<file path="config.mk">
export PLATFORM = sky130hd
export DESIGN_NAME = multicycle_alu
export DESIGN_NICKNAME = d
export VERILOG_FILES = /design/src/rtl/alu_pkg.sv /design/src/rtl/shift_add_multiplier.sv /design/src/rtl/multicycle_alu.sv
export SDC_FILE = /design/constraint.sdc
export NUM_CORES = 1
export LEC_CHECK = 0
export BUFFER_PORTS_ARGS = -buffer_cell sky130_fd_sc_hd__clkbuf_2
export CORE_MARGIN = 2
export CORE_UTILIZATION = 23
export CTS_BUF_LIST = sky130_fd_sc_hd__clkbuf_8
export CTS_CLUSTER_DIAMETER = 120
export CTS_CLUSTER_SIZE = 30
export DETAILED_ROUTE_END_ITERATION = 12
export HOLD_SLACK_MARGIN = 0.05
export PLACE_DENSITY_LB_ADDON = 0.08
export SLEW_MARGIN = 10
export SYNTH_ARGS = -nofsm -noshare
export SYNTH_HDL_FRONTEND = slang
export SYNTH_SLANG_ARGS = --single-unit
</file>
<file path="constraint.sdc">
create_clock -name clk -period 11.8 [get_ports clk]
set_input_delay 0 -clock clk [delete_from_list [all_inputs] [get_ports clk]]
set_output_delay 0 -clock clk [all_outputs]
set_load 0.05 [all_outputs]
</file>
<file path="src/rtl/alu_pkg.sv">
// Shared definitions for the execution-stage ALU: opcode encodings from ALU control,
// FSM state encoding and default datapath width.
package alu_pkg;

  localparam int WIDTH = 32;

  localparam logic [3:0] ALU_AND      = 4'b0000;
  localparam logic [3:0] ALU_OR       = 4'b0001;
  localparam logic [3:0] ALU_NOR      = 4'b0010;
  localparam logic [3:0] ALU_ADD      = 4'b0011;
  localparam logic [3:0] ALU_SUB      = 4'b0100;
  localparam logic [3:0] ALU_NOP      = 4'b1000;
  localparam logic [3:0] ALU_INC      = 4'b1001;
  localparam logic [3:0] ALU_MULTPLUS = 4'b1010;

  typedef enum logic [1:0] {
    IDLE = 2'd0,
    MUL  = 2'd1,
    FIX  = 2'd2
  } state_t;

endpackage

</file>
<file path="src/rtl/shift_add_multiplier.sv">
// Iterative shift-add multiplier: one partial-product accumulation per step,
// low WIDTH bits of the product are kept.
module shift_add_multiplier #(
  parameter int WIDTH     = 32,
  parameter int MUL_STEPS = WIDTH
) (
  input  logic             clk,
  input  logic             reset,
  input  logic             load,
  input  logic             step,
  input  logic [WIDTH-1:0] mcand_in,
  input  logic [WIDTH-1:0] mplier_in,
  output logic             last,
  output logic [WIDTH-1:0] product
);

  localparam int CW = $clog2(MUL_STEPS);

  logic [WIDTH-1:0] mcand_q, mplier_q, acc_q;
  logic [CW-1:0]    counter_q;

  always_ff @(posedge clk or posedge reset) begin
    if (reset) begin
      mcand_q   <= '0;
      mplier_q  <= '0;
      acc_q     <= '0;
      counter_q <= '0;
    end else if (load) begin
      mcand_q   <= mcand_in;
      mplier_q  <= mplier_in;
      acc_q     <= '0;
      counter_q <= '0;
    end else if (step) begin
      if (mplier_q[0]) acc_q <= acc_q + mcand_q;
      mcand_q   <= mcand_q << 1;
      mplier_q  <= mplier_q >> 1;
      counter_q <= counter_q + 1'b1;
    end
  end

  // Sampled before the increment, so this is true on the final step's edge.
  assign last    = (counter_q == CW'(MUL_STEPS - 1));
  assign product = acc_q;

endmodule

</file>
<file path="src/rtl/multicycle_alu.sv">
// Execution-stage ALU: single-cycle logic/arithmetic ops plus a multi-cycle
// MULTPLUS ((A*B) + A) that holds busy while the shift-add multiplier iterates.
module multicycle_alu
  import alu_pkg::*;
#(
  parameter int WIDTH     = alu_pkg::WIDTH,
  parameter int MUL_STEPS = WIDTH
) (
  input  logic             clk,
  input  logic             reset,
  input  logic             start,
  input  logic [3:0]       ALUOperation,
  input  logic [WIDTH-1:0] A,
  input  logic [WIDTH-1:0] B,
  output logic [WIDTH-1:0] ALUResult,
  output logic             Zero,
  output logic             busy,
  output logic             done
);

  state_t           state_q, state_d;
  logic [WIDTH-1:0] result_q, result_d;
  logic [WIDTH-1:0] addend_q, addend_d;
  logic             zero_q, done_q, done_d;
  logic             mul_load, mul_step, mul_last;
  logic [WIDTH-1:0] mul_product;
  logic [WIDTH-1:0] single_result;

  shift_add_multiplier #(
    .WIDTH     (WIDTH),
    .MUL_STEPS (MUL_STEPS)
  ) u_mul (
    .clk       (clk),
    .reset     (reset),
    .load      (mul_load),
    .step      (mul_step),
    .mcand_in  (A),
    .mplier_in (B),
    .last      (mul_last),
    .product   (mul_product)
  );

  always_comb begin
    single_result = '0;
    case (ALUOperation)
      ALU_AND: single_result = A & B;
      ALU_OR:  single_result = A | B;
      ALU_NOR: single_result = ~(A | B);
      ALU_ADD: single_result = A + B;
      ALU_SUB: single_result = A - B;
      ALU_INC: single_result = A + 1'b1;
      default: single_result = '0;
    endcase
  end

  always_comb begin
    state_d  = state_q;
    result_d = result_q;
    addend_d = addend_q;
    done_d   = 1'b0;
    mul_load = 1'b0;
    mul_step = 1'b0;
    case (state_q)
      IDLE: begin
        if (start) begin
          if (ALUOperation == ALU_MULTPLUS) begin
            mul_load = 1'b1;
            addend_d = A;
            state_d  = MUL;
          end else begin
            result_d = single_result;
            done_d   = 1'b1;
          end
        end
      end
      MUL: begin
        mul_step = 1'b1;
        if (mul_last) state_d = FIX;
      end
      FIX: begin
        result_d = mul_product + addend_q;
        done_d   = 1'b1;
        state_d  = IDLE;
      end
      default: state_d = IDLE;
    endcase
  end

  always_ff @(posedge clk or posedge reset) begin
    if (reset) begin
      state_q  <= IDLE;
      result_q <= '0;
      addend_q <= '0;
      zero_q   <= 1'b1;
      done_q   <= 1'b0;
    end else begin
      state_q  <= state_d;
      result_q <= result_d;
      addend_q <= addend_d;
      zero_q   <= (result_d == '0);
      done_q   <= done_d;
    end
  end

  assign ALUResult = result_q;
  assign Zero      = zero_q;
  assign done      = done_q;
  assign busy      = (state_q != IDLE);

endmodule
</file>
==> results of run 1 <==
## worst max path at each step
stage                          startpoint   end  slack, ns  depth (start not counted)
after floorplan           ALUOperation[0]  Zero       6.36                         24
after global placement               B[4]  Zero       5.84                         19
after detailed placement             B[4]  Zero       5.76                         19
after CTS                            B[4]  Zero       5.83                         20
after global routing                 B[4]  Zero       5.24                         21
final                                B[4]  Zero       5.64                         21
## metrics by stage
| step | area, sq um | cells | setup slack (ns) |
|---|---|---|---|
| 6_report | 15900 | 2598 | 5.64 |
| 4_1_cts | 15900 | 2596 | 5.83 |
| 5_1_grt | 15900 | 2598 | 5.24 |
| 3_5_place_dp | 14900 | 2498 | 5.76 |
| 2_1_floorplan | 13500 | 1695 | 6.36 |
| 3_3_place_gp | 14900 | 2498 | 5.84 |
## worst max-delay path, cell delays in order
cell and delay [ns]:
dlygate4sd3_1 0.53, clkbuf_2 0.17, or4_1 0.60, nor3_1 0.41, nand2_1 0.16, nor2_1 0.26, a21oi_1 0.13, xnor2_1 0.18
nor2_1 0.07, ha_1 0.38, nand4_1 0.19, or2_2 0.32, a2111oi_0 0.88, nor4_1 0.19, nor2_1 0.21, xnor2_1 0.14
o221ai_1 0.16, or4_1 0.54, or4b_2 0.60, or4_1 0.43, nor3_2 0.11
## cell usage after synthesis (33+ instances only)
library cell and count:
a21oi_1 110, a22oi_1 42, a21o_1 33, clkbuf_1 75
xnor2_1 47, nand3_1 84, o31ai_1 35, xor2_1 48
nand2_1 324, nor2_1 119, dfrtp_1 168, inv_1 37
ha_1 102, o21ai_0 110
## registers in the layout, summed over array words and instances (netlist names)
| name | count |
|---|---|
| addend_q | 32 |
| done | 1 |
| u_mul.product | 32 |
| state_q | 2 |
| u_mul.counter_q | 5 |
| u_mul.mcand_q | 32 |
| Zero | 1 |
| u_mul.mplier_q | 32 |
| ALUResult | 32 |
## where the power goes
| part | leakage [nW] | switching (W) | internal [W] | total (W) |
|---|---|---|---|---|
| combinational | 4.97 | 0.00102 | 0.000580 | 0.00160 |
| sequential | 2.21 | 0.000195 | 0.000783 | 0.000978 |
| clock | 0.187 | 0.000264 | 0.000173 | 0.000436 |
| total | 7.36 | 0.00148 | 0.00154 | 0.00301 |
## metal layers
layer,global-route usage [%],routed length [um],vias to the layer above
met1,24.6,25700,6377
li1,-,-,6405
met2,29.1,24400,209
met4,6.08,1160,0
met5,0,0,-
met3,2.70,1740,50
## kinds of logic after synthesis
| group | after synthesis | synth area share, % |
|---|---|---|
| simple gates | 682 | 22.8 |
| compound gates | 481 | 23.5 |
| fa+ha+maj | 131 | 11.8 |
| buf+inv | 125 | 3.51 |
| flops | 169 | 31.3 |
| xor+xnor | 95 | 6.15 |
| mux | 12 | 0.906 |
## layout make-up
type | count | area (sq um) | area share [%]
antenna | 2 | 5.00 | 0.0314
clock buffer | 18 | 248 | 1.55
clock inverter | 14 | 124 | 0.777
inverter | 38 | 150 | 0.942
multi-input combinational | 1401 | 8890 | 55.8
sequential | 169 | 4230 | 26.5
tap | 765 | 957 | 6.01
timing repair buffer | 191 | 1340 | 8.38
==> results.json, run 1 <==
{
  "setup_viol": 0,
  "synthFlopType": "dfrtp_1",
  "drt-initial-drc-count": 778,
  "coreArea_sq_um": 57900,
  "slew_headroom_pct": 29.5,
  "p_total_w": 0.00301,
  "syn-mean-instance-area_sq_um": 7.99,
  "crit_arrival_ns": 6.67,
  "nets": 1994,
  "grt_pass1_wl_um": 82400,
  "clkTransAtPathRegs_ns": 0.10,
  "row_count": 88,
  "vdd_drop_max_mv": 0.120,
  "cts_buffers": 17,
  "start_util_pct": 23.4,
  "slew_violations": 0,
  "postCtsSetupBuffers": 0,
  "die_w_um": 247,
  "synth_edf_count": 0,
  "route.vias.total": 13000,
  "final_util_pct": 27.5,
  "clock_latency_ns": 0.58,
  "clock_sinks": 169,
  "place_hpwl_um": 40400,
  "drtPass1Iterations": 5,
  "root_buffer": "clkbuf_8",
  "holdWs_ns": 0.189,
  "synth.top_cell.area_share_pct": 31.1,
  "viasPerCell": 5.02,
  "syn_to_final_growth_pct": 17.8,
  "finalWorstPathRequiredPeriod_ns": 6.16,
  "cts_hold_buf": 66,
  "finalHoldViolCount": 0,
  "seq_area_frac_synth_pct": 31.3,
  "final.setup.tns_ns": 0,
  "first_global_vias": 13100,
  "critical_path_class": "primary input to flop",
  "ys_seq_elements": 169,
  "ant_nets": 0,
  "grt_start_max_net_pins": 70,
  "cts_resized": 0,
  "status": "finished clean",
  "worst_pin_slew_ns": 1.03,
  "timing.rr.start": "u_mul.product[0]",
  "whs_endpoint": "ALUResult[23]",
  "holdPathStages": 5,
  "r2r_cells": 13,
  "fill_cells": 6438,
  "grt_usage_pct": 18.1,
  "ctsHtreeMaxLevel": 4,
  "crit_required_ns": 12.31,
  "synth_area_sq_um": 13500,
  "worstSetupStartpointType": "primary input",
  "wl_um": 53100,
  "design.die.area_sq_um": 60800,
  "powerDensity_nw_per_um2": 189,
  "yosysUniqueCellTypes": 76,
  "max_clock_freq_mhz": 162,
  "drive_gt1_share_pct": 10.4,
  "gp_congestion": 0.850,
  "hold_path.class": "primary input to flop",
  "cts_buffer_depth": 2,
  "max-cap-violations": 0,
  "syn-num-nets": 1871,
  "synthCells": 1695,
  "crit_fanout": 7,
  "layout_common_cells": "323 x nand2_1, 168 x dfrtp_1, 115 x nor2_1, 110 x o21ai_0, 110 x a21oi_1",
  "drc_errors": 0,
  "rsz0062_at_grt": "no",
  "p_leak_nw": 7.36,
  "io_pins": 106,
  "yosysWarningCount": 0,
  "overflow": 0,
  "fp.dieH_um": 247,
  "ff2ff_setup_slack_ns": 6.77,
  "min-delay-start": "start",
  "r2r-end": "Zero",
  "ys_top_cells_by_area": "dfrtp_1 31%, ha_1 9.4%, nand2_1 9.0%",
  "synth_top_area_cell": "dfrtp_1",
  "synth-async-reset-ratio_pct": 100,
  "wl_per_cell_um": 20.4,
  "fin_crit_sh_pct": 52.2,
  "portBuffers": 105,
  "antenna_found_initial": 5,
  "final_common_cell": "nand2_1",
  "cp-end-kind": "flop",
  "fin_skew_ns": 0.0160,
  "cts_tree": "done"
}
Note: power is estimated with default switching activity, not from simulation.
==> run 2: changes to the inputs <==
==> constraint.sdc (replaced) <==
create_clock -name clk -period 5.7 [get_ports clk]
set_input_delay 0 -clock clk [delete_from_list [all_inputs] [get_ports clk]]
set_output_delay 0 -clock clk [all_outputs]
set_load 0.05 [all_outputs]
==> run 2 against run 1 <==
Effect of this change:
- highest routed layer is now met5
- sequential power grew 110%
- clock skew shrank 0.0025 ns
- critical endpoint unchanged
- critical path depth rose by 1
- hold slack better by 0.055 ns
- sequential share of layout area down 0.36 points
- total power grew 110%
- wire length rose by 0.67%
- largest power group unchanged
- largest cell class unchanged
- setup slack worse by 5.3 ns
==> results.json, run 2 (synthesized netlist as in run 1, its figures left out) <==
{
  "status": "finished clean",
  "holdWs_ns": 0.244,
  "cts_tree": "done",
  "hold_path.class": "primary input to flop",
  "drt-initial-drc-count": 907,
  "routed-wl-met3_um": 2300,
  "slowest_delay_ns": 0.61,
  "setup_viol": 0,
  "met1_length_um": 25500,
  "overflow": 0,
  "cp-end-kind": "flop",
  "fin_skew_ns": 0.0136,
  "vdd_drop_max_mv": 0.281,
  "drtPass1Iterations": 5,
  "clock_latency_ns": 0.57,
  "crit_fanout": 5,
  "fp.dieH_um": 247,
  "wl_per_cell_um": 20.4,
  "p_leak_nw": 7.48,
  "dr_wl_met2_um": 24700,
  "grt_start_max_net_pins": 70,
  "layout_common_cells": "323 x nand2_1, 168 x dfrtp_1, 114 x nor2_1, 110 x o21ai_0, 110 x a21oi_1",
  "postCtsSetupBuffers": 0,
  "viasPerCell": 5.04,
  "design.die.area_sq_um": 60800,
  "finalWorstPathRequiredPeriod_ns": 5.41,
  "worstSetupStartpointType": "primary input",
  "nets": 2011,
  "critical_path_class": "primary input to flop",
  "final.setup.tns_ns": 0,
  "cts_buffers": 17,
  "coreArea_sq_um": 57900,
  "ant_nets": 0,
  "cts_buffer_depth": 2,
  "crit_arrival_ns": 5.91,
  "drc_errors": 0,
  "cp_cell_sequence": "dlygate4sd3_1, clkbuf_2, or4_1, nor3_1, buf_4, nand2_1, o31ai_2, xor2_1, nor2_1, ha_2, nand4_1, or2_2, a2111oi_2, buf_4, nor4_1, nor2_1, xnor2_1, o221ai_1, or4_1, or4b_2, or4_1, nor3_2",
  "slew_headroom_pct": 25.9,
  "powerDensity_nw_per_um2": 395,
  "clock_sinks": 169,
  "rsz0062_at_grt": "no",
  "dp.cells": 2515,
  "crit_required_ns": 6.20,
  "place_hpwl_um": 41300,
  "root_buffer": "clkbuf_8",
  "path_common_cell": "or4_1",
  "die_w_um": 247,
  "portBuffers": 105,
  "grt_pass1_wl_um": 82200,
  "route.vias.total": 13200,
  "fill_cells": 6439,
  "ctsHtreeMaxLevel": 4,
  "final_common_cell": "nand2_1",
  "antenna_found_initial": 2,
  "gp_congestion": 0.861,
  "clkTransAtPathRegs_ns": 0.10,
  "io_pins": 106,
  "max-cap-violations": 0,
  "finalNonFillerCells": 2615,
  "row_count": 88,
  "grt_usage_pct": 18.1,
  "start_util_pct": 23.4,
  "first_global_vias": 13200,
  "worst_pin_slew_ns": 1.11,
  "fin_crit_sh_pct": 95.0,
  "wl_um": 53400,
  "slew_violations": 0,
  "slowest_stage": "or4b_2",
  "drive_gt1_share_pct": 11.5,
  "syn_to_final_growth_pct": 19.4,
  "max_clock_freq_mhz": 185,
  "finalHoldViolCount": 0,
  "dr.max_layer_used": "met5"
}
==> run 2: power breakdown <==
| group | leakage, nW | switching [W] | internal (W) | total, W |
|---|---|---|---|---|
| registers | 2.21 | 0.000403 | 0.00162 | 0.00202 |
| logic | 5.05 | 0.00211 | 0.00121 | 0.00332 |
| clock network | 0.223 | 0.000543 | 0.000492 | 0.00103 |
| total | 7.48 | 0.00306 | 0.00332 | 0.00638 |
==> run 2: final cells by class <==
type                            instances  area (sq um)  share of cell area (%)
Multi-Input combinational cell       1401          8910                    55.1
Sequential cell                       169          4230                    26.2
Timing Repair Buffer                  208          1460                    9.06
Tap cell                              765           957                    5.92
Clock buffer                           18           248                    1.53
Clock inverter                         14           195                    1.21
Inverter                               38           150                   0.929
Antenna cell                            2          5.00                  0.0310
==> run 2: metrics by stage <==
stage / area (sq um) / setup WS [ns] / total power [W] / utilization, %
floorplan: 13500 / 0.260 / 0.00433 / -
global placement: 15000 / 0.0413 / 0.00534 / 26.0
detailed placement: 15000 / 0.0252 / 0.00534 / 26.0
CTS: 16100 / 0.0861 / 0.00646 / 27.9
global route: 16200 / 0.0164 / 0.00694 / 27.9
finish: 16200 / 0.287 / 0.00638 / 27.9
==> run 2: routing by layer <==
| layer | GRT usage [%] | vias up |
|---|---|---|
| met5 | 0 | - |
| met4 | 5.10 | 2 |
| met3 | 3.05 | 42 |
| met2 | 29.6 | 268 |
| met1 | 24.4 | 6417 |
| li1 | - | 6444 |
==> run 2: worst paths after layout <==
path                                    startpoint            endpoint  slack [ns]  cells after the start
worst max-delay path                          B[5]                Zero        0.29                     22
worst min-delay path               ALUOperation[3]        ALUResult[1]        0.24                      6
worst max register to register    u_mul.product[0]                Zero        0.83                     13
worst min register to register  u_mul.mplier_q[11]  u_mul.mplier_q[11]        0.49                      2
max in group asynchronous                    reset        addend_q[22]        3.72                      5
min in group asynchronous                    reset  u_mul.counter_q[2]        0.62                      4
==> run 2: repair_timing <==
action,CTS,global route
hold buffers,66,0
setup endpoints to repair,0,1
gates resized for setup,0,6
hold endpoints to repair,181,0
==> run 2: critical path, delay by kind of cell <==
kind / cells / cell delay (ns)
simple gates: 12 / 3.41
buf+inv: 4 / 1.03
compound gates: 3 / 0.79
fa+ha+maj: 1 / 0.40
xor+xnor: 2 / 0.30
